$ cat src/rtl/eth_10g_st_error_adapter_pipe.sv
// Registered Avalon-ST error adapter: remaps error flags through ERR_MAP, buffers beats in a
// 2-slot skid pipeline and keeps saturating clear-on-read counters per output error bit.
module eth_10g_st_error_adapter_pipe #(
  parameter int                     DATA_W    = 40,
  parameter int                     IN_ERR_W  = 6,
  parameter int                     OUT_ERR_W = 7,
  parameter logic [8*OUT_ERR_W-1:0] ERR_MAP   = 56'hFF_00_01_02_05_04_03,
  parameter int                     CNT_W     = 16
) (
  input  logic                 clk,
  input  logic                 reset,
  input  logic                 in_valid,
  output logic                 in_ready,
  input  logic [DATA_W-1:0]    in_data,
  input  logic [IN_ERR_W-1:0]  in_error,
  output logic                 out_valid,
  input  logic                 out_ready,
  output logic [DATA_W-1:0]    out_data,
  output logic [OUT_ERR_W-1:0] out_error,
  input  logic [3:0]           cnt_sel,
  input  logic                 cnt_rd,
  output logic [CNT_W-1:0]     cnt_rdata,
  output logic                 cnt_rvalid
);

  logic [OUT_ERR_W-1:0] mapped;
  logic                 accept;
  logic                 drain;

  logic                 or_valid;
  logic [DATA_W-1:0]    or_data;
  logic [OUT_ERR_W-1:0] or_err;
  logic                 sk_valid;
  logic [DATA_W-1:0]    sk_data;
  logic [OUT_ERR_W-1:0] sk_err;

  logic [CNT_W-1:0]     cnt [OUT_ERR_W];
  logic [CNT_W-1:0]     rd_val;

  // Source indices are resolved at elaboration; out-of-range entries tie the bit low.
  for (genvar k = 0; k < OUT_ERR_W; k++) begin : g_map
    localparam int SRC = int'(ERR_MAP[8*k +: 8]);
    if (SRC < IN_ERR_W) begin : g_src
      assign mapped[k] = in_error[SRC];
    end else begin : g_tie
      assign mapped[k] = 1'b0;
    end
  end

  // A beat moves when valid and ready are both high at a rising edge; in_ready depends only on
  // sk_valid, so there is no combinational path from out_ready back to in_ready.
  assign in_ready  = !sk_valid;
  assign accept    = in_valid & in_ready;
  assign drain     = or_valid & out_ready;
  assign out_valid = or_valid;
  assign out_data  = or_data;
  assign out_error = or_err;

  always_ff @(posedge clk or posedge reset) begin
    if (reset) begin
      or_valid <= 1'b0;
      or_data  <= '0;
      or_err   <= '0;
      sk_valid <= 1'b0;
      sk_data  <= '0;
      sk_err   <= '0;
    end else if (!or_valid || drain) begin
      if (sk_valid) begin
        // SK is full so in_ready is low and nothing is accepted this cycle.
        or_valid <= 1'b1;
        or_data  <= sk_data;
        or_err   <= sk_err;
        sk_valid <= 1'b0;
      end else if (accept) begin
        or_valid <= 1'b1;
        or_data  <= in_data;
        or_err   <= mapped;
      end else begin
        or_valid <= 1'b0;
      end
    end else if (accept) begin
      sk_valid <= 1'b1;
      sk_data  <= in_data;
      sk_err   <= mapped;
    end
  end

  // A read clears its counter but keeps a same-cycle event, so the post-clear value is 1.
  always_ff @(posedge clk or posedge reset) begin
    if (reset) begin
      for (int k = 0; k < OUT_ERR_W; k++) cnt[k] <= '0;
    end else begin
      for (int k = 0; k < OUT_ERR_W; k++) begin
        if (cnt_rd && (cnt_sel == 4'(k))) begin
          cnt[k] <= (accept && mapped[k]) ? CNT_W'(1) : '0;
        end else if (accept && mapped[k] && (cnt[k] != {CNT_W{1'b1}})) begin
          cnt[k] <= cnt[k] + CNT_W'(1);
        end
      end
    end
  end

  always_comb begin
    rd_val = '0;
    for (int k = 0; k < OUT_ERR_W; k++) begin
      if (cnt_sel == 4'(k)) rd_val = cnt[k];
    end
  end

  always_ff @(posedge clk or posedge reset) begin
    if (reset) begin
      cnt_rdata  <= '0;
      cnt_rvalid <= 1'b0;
    end else begin
      cnt_rvalid <= cnt_rd;
      if (cnt_rd) cnt_rdata <= rd_val;
    end
  end

endmodule

$ cat config.mk
export PLATFORM = sky130hd
export DESIGN_NAME = eth_10g_st_error_adapter_pipe
export DESIGN_NICKNAME = d
export VERILOG_FILES = /design/src/rtl/eth_10g_st_error_adapter_pipe.sv
export SDC_FILE = /design/constraint.sdc
export NUM_CORES = 1
export LEC_CHECK = 0
export ABC_AREA = 1
export BUFFER_PORTS_ARGS = -buffer_cell sky130_fd_sc_hd__buf_2
export CAP_MARGIN = 25
export CORE_ASPECT_RATIO = 1.25
export CORE_MARGIN = 2
export CORE_UTILIZATION = 34
export CTS_CLUSTER_SIZE = 25
export DETAILED_ROUTE_END_ITERATION = 7
export PLACE_DENSITY = 0.59
export REMOVE_ABC_BUFFERS = 1
export SLEW_MARGIN = 25
export SYNTH_ARGS = -nofsm -noshare
export SYNTH_HDL_FRONTEND = slang
export SYNTH_SLANG_ARGS = --single-unit
$ cat constraint.sdc
create_clock -name clk -period 17 [get_ports clk]
set_input_delay 1.7 -clock clk [delete_from_list [all_inputs] [get_ports clk]]
set_output_delay 1.7 -clock clk [all_outputs]
set_load 0.1 [all_outputs]
==> summary.md <==
| Metric | Value |
|---|---|
| GRT overflow | `0` |
| Top cell type's share of synthesized area | `0.4492` |
| Required @ worst endpoint | `15300 ps` |
| Vias per cell | `4.997` |
| Leakage | `6.379 nW` |
| Gpl congestion | `0.8532` |
| DIE AREA | `35420 sq um` |
| Crit share post-route | `0.2027` |
| Clock sink total | `207` |
| Status | `finished clean` |
| Initial DRC Count | `901` |
| Netlist cell types | `31` |
| Post-route ant nets | `0` |
| Setup TNS | `0 ps` |
| Total power | `1.573 mW` |
| Drt first pass iters | `5` |
| Ports | `121` |
| DRC | `0` |
| DR vias | `10810` |
| Largest net degree at the start of global routing | `131` |
| Placed Cells incl. Taps | `2120` |
| Max-Cap Viols | `0` |
| Die span in y | `209.9 um` |
| TritonCTS clock tree | `built` |
| Post-layout min period | `3445 ps` |
| Root buf cell | `clkbuf_16` |
| Startpoint Class | `register` |
| Cell count after synthesis | `1628` |
| Vias in the first global route | `10160` |
| Share of cells above drive strength 1 | `0.1270` |
| Worst-margin pin slew | `920.1 ps` |
| CTS resizes | `0` |
| WL/cell | `15.09 um` |
| CP endpoint kind | `primary output` |
| Critical path class | `register to primary output` |
| Post-synth top cells | `nand2_1 (668), nor2_1 (210), dfrtp_1 (207)` |
| Post-layout nets | `1784` |
| RSZ-0062 raised after global routing | `false` |
| Post-synthesis sequential area ratio | `0.4492` |
| Port bufs | `119` |
| Final setup viols | `0` |
| Slew Limit Fails | `0` |
| Post-CTS Hold Fix Bufs | `0` |
| Post-synth top flop | `dfrtp_1` |
| Syn Area/Cell | `7.084 sq um` |
| Worst setup margin | `13550 ps` |
| Ranking of synthesized cells by area | `dfrtp_1 (45%), nand2_1 (22%), nor2_1 (6.8%)` |
| Hold Vio Cnt, Final | `0` |
| Non-filler instance count after layout | `2164` |
| Row cnt | `75` |
| Post-synthesis register bit count | `207` |
| Clock transition at path regs | `60 ps` |
| Max IR drop VDD | `0.00006669 V` |
| Synthesis warning total | `0` |
| Post-synth EDFFs | `0` |
| WP data arrival | `1750 ps` |
| Die Wd | `168.7 um` |
| Fmax | `0.2903 GHz` |
| Setup WS pre-CTS | `13260 ps` |
| Starting Density | `0.3442` |
| Setup Skew | `15.51 ps` |
| Top-count cell post-synth | `nand2_1` |
| Initial antenna violation count | `0` |
| GRT Util Overall | `0.1831` |
| Relative slew slack | `0.3866` |
| H-tree depth | `1` |
| Area grow syn2layout | `14.77%` |
| Worst Path Max Fanout | `49` |
| Cell taking the most area after synthesis | `dfrtp_1` |
| Core ar. | `33500 sq um` |
| Post-DP HPWL | `22860 um` |
| Skew-Pair Late Insertion Delay | `530 ps` |
| Synth async-reset ratio | `1.000` |
| Post-layout util | `0.3951` |
| Clk buf depth | `3` |
| Drt total wl | `32660 um` |
| Post-CTS setup buffers | `0` |
| First-pass GRT wire length | `53190 um` |
| Power per cell area | `118.8 nW/um^2` |
| Synth Cell Area | `11530 sq um` |
| HP Class | `register to register` |
| TritonCTS Buffers | `24` |
==> final timing paths <==
path | from | to | slack [ps] | cells past startpoint
setup / recovery | sk_valid | in_ready | 13550 | 3
hold / removal | sk_data[4] | sk_data[4] | 470 | 2
setup reg to reg | sk_valid | cnt[24] | 14020 | 10
hold reg to reg | sk_data[4] | sk_data[4] | 470 | 2
max in group asynchronous | reset | cnt[100] | 14280 | 3
min in group asynchronous | reset | out_data[14] | 1390 | 2
==> sequential cells by signal, summed over array words and instances (netlist names), 6 cells and up <==
| register | flops |
|---|---|
| out_data | 40 |
| out_error | 6 |
| cnt_rdata | 16 |
| cnt | 96 |
| sk_data | 40 |
| sk_err | 6 |
==> power breakdown <==
part	internal (mW)	switching [mW]	leakage [nW]
logic	0.0867	0.325	3.35
clock network	0.308	0.211	0.383
registers	0.570	0.0713	2.65
total	0.965	0.607	6.38
==> cell families after synthesis <==
family,Yosys count,synth area share
other cells,1,0.0003252
xor+xnor,29,0.02203
buf+inv,159,0.05891
compound gates,132,0.06434
simple gates,1094,0.3987
fa+ha+maj,6,0.006510
flops,207,0.4492
==> final cells by class <==
class / count / area (sq um)
fillers: 3493 / 20270
multi-input cells: 1262 / 5680
flip-flops and latches: 207 / 5180
clock buffers: 34 / 679.4
repair buffers: 126 / 671.9
well taps: 423 / 529.3
inverters: 102 / 390.4
clock inverters: 9 / 101.3
diodes: 1 / 2.502
==> through the flow <==
stage | area (sq um) | hold WS (ps)
floorplan | 11240 | 441.7
global placement | 12420 | 455.2
detailed placement | 12450 | 458.3
CTS | 13230 | 473.5
global route | 13230 | 487.6
finish | 13240 | 469.6
==> worst max-delay path, cell delays in order (launching register included) <==
cell	delay [ps]
dfrtp_1	360
buf_4	290
inv_2	120
buf_2	420
==> layer usage <==
layer,vias up,track usage,part of all wire
met5,-,0,0
met4,0,0.05351,0.024
met3,39,0.02319,0.050
met2,285,0.3094,0.48
met1,5067,0.2457,0.45
li1,5423,-,-
==> placed cells by master, fill, tap and decap left out, types with 7 or more instances in the layout <==
master     synthesis  final
inv_1             85     84
a31oi_1           46     46
a21oi_1           21     21
nand2_1          668    668
nor2_1           210    209
nand3_1          101    101
nor2_4            15     16
dfrtp_1          207    207
xor2_1            27     27
nand2_2            7      7
o21ai_0           52     52
buf_2             23    119
nor2_2            13     13
clkbuf_16          0     25
clkbuf_1          21      7
nand4_1           71     71
inv_2             17     17
(Power assumes the default switching activity.)
